## config.mk

```make
export PLATFORM = sky130hd
export DESIGN_NAME = lamp_safety_driver
export DESIGN_NICKNAME = d
export VERILOG_FILES = /design/src/rtl/traffic_pkg.sv /design/src/rtl/code_debounce.sv /design/src/rtl/lamp_safety_driver.sv
export SDC_FILE = /design/constraint.sdc
export NUM_CORES = 1
export LEC_CHECK = 0
export BUFFER_PORTS_ARGS = -buffer_cell sky130_fd_sc_hd__buf_4
export CAP_MARGIN = 20
export CORE_UTILIZATION = 40
export CTS_CLUSTER_DIAMETER = 50
export CTS_CLUSTER_SIZE = 40
export DETAILED_ROUTE_END_ITERATION = 16
export PLACE_DENSITY = 0.67
export SYNTH_ARGS = -nofsm -noshare
export SYNTH_HDL_FRONTEND = slang
export SYNTH_SLANG_ARGS = --single-unit
```

## constraint.sdc

```tcl
create_clock -name clk -period 2.4 [get_ports clk]
set_clock_uncertainty 0.05 [all_clocks]
set_input_delay 0.36 -clock clk [delete_from_list [all_inputs] [get_ports clk]]
set_output_delay 0.36 -clock clk [all_outputs]
set_load 0.1 [all_outputs]
```

## src/rtl/traffic_pkg.sv

```systemverilog
// Shared traffic-light encodings: direction codes, lamp drives, fault types
// and safety FSM states, plus the code-to-lamp decode.
package traffic_pkg;

  localparam logic [1:0] LIGHT_RED     = 2'b00;
  localparam logic [1:0] LIGHT_YELLOW  = 2'b01;
  localparam logic [1:0] LIGHT_GREEN   = 2'b10;
  localparam logic [1:0] LIGHT_ILLEGAL = 2'b11;

  localparam logic [2:0] LAMP_RED    = 3'b100;
  localparam logic [2:0] LAMP_YELLOW = 3'b010;
  localparam logic [2:0] LAMP_GREEN  = 3'b001;
  localparam logic [2:0] LAMP_OFF    = 3'b000;

  localparam logic [1:0] FAULT_NONE    = 2'b00;
  localparam logic [1:0] FAULT_MULTI   = 2'b01;
  localparam logic [1:0] FAULT_ILLEGAL = 2'b10;

  localparam logic [1:0] ST_NORMAL  = 2'd0;
  localparam logic [1:0] ST_PENDING = 2'd1;
  localparam logic [1:0] ST_FAULT   = 2'd2;

  // An illegal code falls back to red; the conflict path overrides it anyway.
  function automatic logic [2:0] decode_lamp(input logic [1:0] code);
    logic [2:0] lamp;
    case (code)
      LIGHT_RED:    lamp = LAMP_RED;
      LIGHT_YELLOW: lamp = LAMP_YELLOW;
      LIGHT_GREEN:  lamp = LAMP_GREEN;
      default:      lamp = LAMP_RED;
    endcase
    return lamp;
  endfunction

endpackage

```

## src/rtl/code_debounce.sv

```systemverilog
// Glitch filter for one 2-bit direction code: a new value must be seen
// unchanged for STABLE_CYCLES edges before it is committed to filt.
module code_debounce
  import traffic_pkg::*;
#(
  parameter int STABLE_CYCLES = 4
) (
  input  logic       clk,
  input  logic       rst,
  input  logic [1:0] dir,
  output logic [1:0] filt
);

  localparam int CW = (STABLE_CYCLES > 1) ? $clog2(STABLE_CYCLES) : 1;
  localparam logic [CW-1:0] CNT_MAX = CW'(STABLE_CYCLES - 1);

  logic [1:0]    smp_r;
  logic [CW-1:0] cnt_r;
  logic [1:0]    filt_r;

  // Sample, count consecutive matches, commit once the count saturates.
  always_ff @(posedge clk or posedge rst) begin
    if (rst) begin
      smp_r  <= LIGHT_RED;
      cnt_r  <= '0;
      filt_r <= LIGHT_RED;
    end else begin
      smp_r <= dir;
      if (dir != smp_r) begin
        cnt_r <= '0;
      end else if (cnt_r != CNT_MAX) begin
        cnt_r <= cnt_r + CW'(1);
      end else begin
        filt_r <= smp_r;
      end
    end
  end

  assign filt = filt_r;

endmodule

```

## src/rtl/lamp_safety_driver.sv

```systemverilog
// Converts four filtered direction codes into R/Y/G lamp drives, forcing red
// on any conflict and latching a flashing-red fault if the conflict persists.
module lamp_safety_driver
  import traffic_pkg::*;
#(
  parameter int STABLE_CYCLES   = 4,
  parameter int CONFLICT_CYCLES = 2
) (
  input  logic       clk,
  input  logic       rst,
  input  logic       tick_1s,
  input  logic [1:0] dir_n,
  input  logic [1:0] dir_e,
  input  logic [1:0] dir_s,
  input  logic [1:0] dir_w,
  input  logic       fault_clr,
  output logic [2:0] lamp_n,
  output logic [2:0] lamp_e,
  output logic [2:0] lamp_s,
  output logic [2:0] lamp_w,
  output logic       fault,
  output logic [1:0] fault_code
);

  localparam int PW = $clog2(CONFLICT_CYCLES + 1);
  localparam logic [PW-1:0] PCNT_ONE  = PW'(1);
  localparam logic [PW-1:0] PCNT_LAST = PW'(CONFLICT_CYCLES - 1);

  logic [1:0]    filt_n_s, filt_e_s, filt_s_s, filt_w_s;
  logic [2:0]    green_cnt_s;
  logic          multi_s, illegal_s, conflict_s;
  logic [1:0]    type_s;
  logic [1:0]    state_r;
  logic [PW-1:0] pcnt_r;
  logic          fault_r;
  logic [1:0]    code_r;
  logic          flash_r;

  code_debounce #(.STABLE_CYCLES(STABLE_CYCLES)) u_deb_n (.clk(clk), .rst(rst), .dir(dir_n), .filt(filt_n_s));
  code_debounce #(.STABLE_CYCLES(STABLE_CYCLES)) u_deb_e (.clk(clk), .rst(rst), .dir(dir_e), .filt(filt_e_s));
  code_debounce #(.STABLE_CYCLES(STABLE_CYCLES)) u_deb_s (.clk(clk), .rst(rst), .dir(dir_s), .filt(filt_s_s));
  code_debounce #(.STABLE_CYCLES(STABLE_CYCLES)) u_deb_w (.clk(clk), .rst(rst), .dir(dir_w), .filt(filt_w_s));

  // Conflict classification on the filtered codes.
  always_comb begin
    green_cnt_s = {2'b00, filt_n_s == LIGHT_GREEN} + {2'b00, filt_e_s == LIGHT_GREEN}
                + {2'b00, filt_s_s == LIGHT_GREEN} + {2'b00, filt_w_s == LIGHT_GREEN};
    multi_s     = (green_cnt_s > 3'd1);
    illegal_s   = (filt_n_s == LIGHT_ILLEGAL) || (filt_e_s == LIGHT_ILLEGAL)
               || (filt_s_s == LIGHT_ILLEGAL) || (filt_w_s == LIGHT_ILLEGAL);
    conflict_s  = multi_s || illegal_s;
    type_s      = (multi_s ? FAULT_MULTI : FAULT_NONE) | (illegal_s ? FAULT_ILLEGAL : FAULT_NONE);
  end

  // Safety FSM: persistence check, fault latch, flash toggle and clear.
  always_ff @(posedge clk or posedge rst) begin
    if (rst) begin
      state_r <= ST_NORMAL;
      pcnt_r  <= '0;
      fault_r <= 1'b0;
      code_r  <= FAULT_NONE;
      flash_r <= 1'b1;
    end else begin
      case (state_r)
        ST_NORMAL: begin
          if (conflict_s && (CONFLICT_CYCLES <= 1)) begin
            state_r <= ST_FAULT;
            fault_r <= 1'b1;
            code_r  <= type_s;
            flash_r <= 1'b1;
            pcnt_r  <= '0;
          end else if (conflict_s) begin
            state_r <= ST_PENDING;
            pcnt_r  <= PCNT_ONE;
          end else begin
            pcnt_r  <= '0;
          end
        end
        ST_PENDING: begin
          if (!conflict_s) begin
            state_r <= ST_NORMAL;
            pcnt_r  <= '0;
          end else if (pcnt_r >= PCNT_LAST) begin
            state_r <= ST_FAULT;
            fault_r <= 1'b1;
            code_r  <= type_s;
            flash_r <= 1'b1;
            pcnt_r  <= '0;
          end else begin
            pcnt_r  <= pcnt_r + PCNT_ONE;
          end
        end
        ST_FAULT: begin
          if (fault_clr && !conflict_s) begin
            state_r <= ST_NORMAL;
            fault_r <= 1'b0;
            code_r  <= FAULT_NONE;
            flash_r <= 1'b1;
          end else begin
            code_r  <= code_r | type_s;
            flash_r <= tick_1s ? ~flash_r : flash_r;
          end
        end
        default: begin
          state_r <= ST_NORMAL;
          pcnt_r  <= '0;
          fault_r <= 1'b0;
          code_r  <= FAULT_NONE;
          flash_r <= 1'b1;
        end
      endcase
    end
  end

  // Lamp mux: flashing red in fault, steady red on conflict, else decoded codes.
  always_comb begin
    if (state_r == ST_FAULT) begin
      lamp_n = {flash_r, 2'b00};
      lamp_e = {flash_r, 2'b00};
      lamp_s = {flash_r, 2'b00};
      lamp_w = {flash_r, 2'b00};
    end else if (conflict_s) begin
      lamp_n = LAMP_RED;
      lamp_e = LAMP_RED;
      lamp_s = LAMP_RED;
      lamp_w = LAMP_RED;
    end else begin
      lamp_n = decode_lamp(filt_n_s);
      lamp_e = decode_lamp(filt_e_s);
      lamp_s = decode_lamp(filt_s_s);
      lamp_w = decode_lamp(filt_w_s);
    end
  end

  assign fault      = fault_r;
  assign fault_code = code_r;

endmodule

```

==> reports/metrics.yaml <==
sta:
  hold_violations: 0
  finalCritPeriodShare_pct: 112
  fin_crit_ns: 2.69
  slew_headroom_pct: 43.6
  grt_setup_unrepaired: "yes"
  layout_setup_ws_ns: -0.293
  tightest_slew_ns: 0.843
  slew_viol_final: 0
  max_freq_mhz: 371
  setup_viol: 12
  timing.hold.ws_ns: 0.106
drt:
  first_pass_iters: 4
  drt_iter0_drc: 100
  num_vias: 1413
  post_drt_wl_per_cell_um: 13.7
  drc: 0
  postRouteAntennaNets: 0
  wl_mm: 3.78
  via_per_inst: 5.12
global_routing:
  grt_first_pass_wirelength_mm: 6.36
  grt-ovfl-total: 0
  track_usage_pct: 16.6
  antenna_found_initial: 0
  grt_pass1_vias: 1409
  grt_max_degree: 33
setup_path:
  critPathLaunchType: "flip-flop"
  critPathKind: "reg -> out"
  end_kind: "output port"
  cp.arrival_ns: 2.28
  worstPathRequired_ns: 1.99
  cp_max_fo: 6
synth:
  yosys_warnings: 0
  ys_types: 40
  synth-simple-area-share_pct: 13.3
  synth-compound-area-share_pct: 10.6
  synth_top_family_by_area: "adder cells"
  synth_area_sq_um: 1880
  synthXorXnorAreaFrac_pct: 5.59
  synthAdderAreaFrac_pct: 14.4
  synth.avg_cell_area_sq_um: 10.6
  synth.top_cell.area_share_pct: 41.2
  synth_edf_count: 0
  synth_flop_cell: "dfrtp_1"
  synth_async_sr_flop_share_pct: 100
  ys_seq_area_share_pct: 42.6
  syn_inst: 178
  synth_area_leaders: "dfrtp_1, ha_1, mux2_2"
  synth_area_leader_cell: "dfrtp_1"
  syn_nets: 211
  synth-seq-cells: 32
  muxShareOfSynthArea_pct: 6.91
layout:
  fillers: 399
  final_cell_mix: "buf_4, dfrtp_1, ha_1"
  drive_gt1_share_pct: 39.7
  final_common_cell: "buf_4"
  final_nets: 256
  area_delta_synth_final_pct: 37.6
  final_cell_area_sq_um: 2590
  insertedDiodeCount: 0
run:
  cap_violations: 0
placement:
  place_hpwl_mm: 2.68
  gp_congestion: 0.765
  placed_area_sq_um: 2340
  port_buffers: 26
clocking:
  insertion_delay_ns: 0.28
  clock_sinks: 32
  clk_pin_slew_ns: 0.07
  clock-root-buffer: "clkbuf_8"
  cts_tree: "done"
  numCtsBuffers: 5
  htreeDepth: 2
  ctsLongestPathBuffers: 2
  cts_setup_buffers: 0
  ctsHoldBuffers: 0
floorplanning:
  die_height_um: 70.6
  die_w_um: 70.6
  coreArea_sq_um: 4440
  die_area_sq_um: 4980
  start_util_pct: 42.3
  fp-row-count: 24
  boundaryPins: 27
hold_path:
  hold_class: "in -> async"
power_and_ir_drop:
  vdd_ir_drop_max_mv: 0.747
  power.density_nw_per_um2: 852
  power.leakage_nw: 1.21
run_status:
  status: "complete, but fails checks"
  violations: "setup timing"
-- worst max-delay path, cell delays in order, from the launching register on --
cell and delay [ns]:
dfrtp_1 0.37, inv_1 0.06, ha_1 0.15, inv_2 0.05
fa_1 0.54, nand2b_4 0.14, and3_2 0.28, and3_2 0.22
buf_8 0.19
-- synth_stat cells, types with 2 or more instances --
cell type  count
a21oi_1        6
a31oi_1        4
a41oi_1        3
and3_2         5
buf_4          3
dfrtp_1       31
ha_1          20
inv_1         20
mux2_2         8
mux2i_1        4
nand2_1        6
nand3_1        5
nor2_1        16
nor3_1         7
nor4_1         2
nor4_2         2
o21ai_0        3
xnor2_1        8
xor2_1         4
-- per-stage QoR --
stage          setup WS, ns  TNS (ns)  utilization (%)  total power, mW  instances
3_3_place_gp        -0.0780    -0.421             52.7             1.59        268
3_5_place_dp         -0.120    -0.814             52.7             1.60        268
2_1_floorplan        -0.381     -1.61                -             1.38        178
5_1_grt              -0.427     -4.78             58.2             2.31        276
4_1_cts              -0.314     -3.41             57.6             2.19        276
6_report             -0.293     -3.22             58.2             2.21        276
-- worst paths after layout --
| kind | from | to | slack [ns] | cells past startpoint |
|---|---|---|---|---|
| setup / recovery | u_deb_n.filt[0]$_DFFE_PP0P_ | lamp_s[0] | -0.29 | 8 |
| hold / removal | rst | u_deb_e.smp_r[1]$_DFF_PP0_ | 0.11 | 3 |
| setup reg to reg | u_deb_n.filt[0]$_DFFE_PP0P_ | fault_code[1]$_DFFE_PP0P_ | 0.10 | 9 |
| hold reg to reg | pcnt_r[1]$_DFFE_PP0N_ | pcnt_r[1]$_DFFE_PP0N_ | 0.45 | 2 |
| max in group asynchronous | rst | flash_r$_DFFE_PP1P_ | 1.85 | 3 |
| min in group clk | dir_e[0] | u_deb_e.smp_r[0]$_DFF_PP0_ | 0.14 | 1 |
-- final cells by class --
class | count | area (sq um) | share of cell area (%)
clock inverters | 2 | 35.0 | 1.35
well taps | 52 | 65.1 | 2.51
repair buffers | 45 | 454 | 17.5
multi-input cells | 119 | 1080 | 41.9
inverters | 20 | 75.1 | 2.90
flip-flops and latches | 32 | 802 | 31.0
clock buffers | 6 | 72.6 | 2.80
-- cells by family (layout without fill, tap and decap cells) --
logic type / Yosys count / count (layout)
buf+inv: 27 / 73
mux: 12 / 12
compound gates: 27 / 27
fa+ha+maj: 21 / 21
xor+xnor: 12 / 12
simple gates: 47 / 47
flops: 32 / 32
-- registers in the layout, summed over array words and instances, names as in the netlist, 2 cells and up --
name,flops
fault_code,2
pcnt_r,2
state_r,2
u_deb_e.cnt_r,2
u_deb_e.filt,2
u_deb_e.smp_r,2
u_deb_n.cnt_r,2
u_deb_n.filt,2
u_deb_n.smp_r,2
u_deb_s.cnt_r,2
u_deb_s.filt,2
u_deb_s.smp_r,2
u_deb_w.cnt_r,2
u_deb_w.filt,2
u_deb_w.smp_r,2
-- power breakdown --
group,total [mW],switching (mW),internal (mW)
sequential,0.627,0.0335,0.593
combinational,1.08,0.683,0.398
clock,0.498,0.191,0.308
-- timing repair --
item / CTS / global route
gates cloned: 0 / 0
pin swaps: 1 / 0
gates resized for setup: 27 / 6
endpoints found under the setup margin: 12 / 13
-- per-layer routing --
layer / part of all wire [%] / global-route usage (%) / wire length, um
met1: 46 / 20.5 / 1750
met2: 48 / 28.2 / 1830
met4: 1.1 / 6.00 / 42
met3: 4.2 / 4.70 / 158
met5: 0 / 0 / 0
Note: power is estimated with default switching activity, not from simulation.
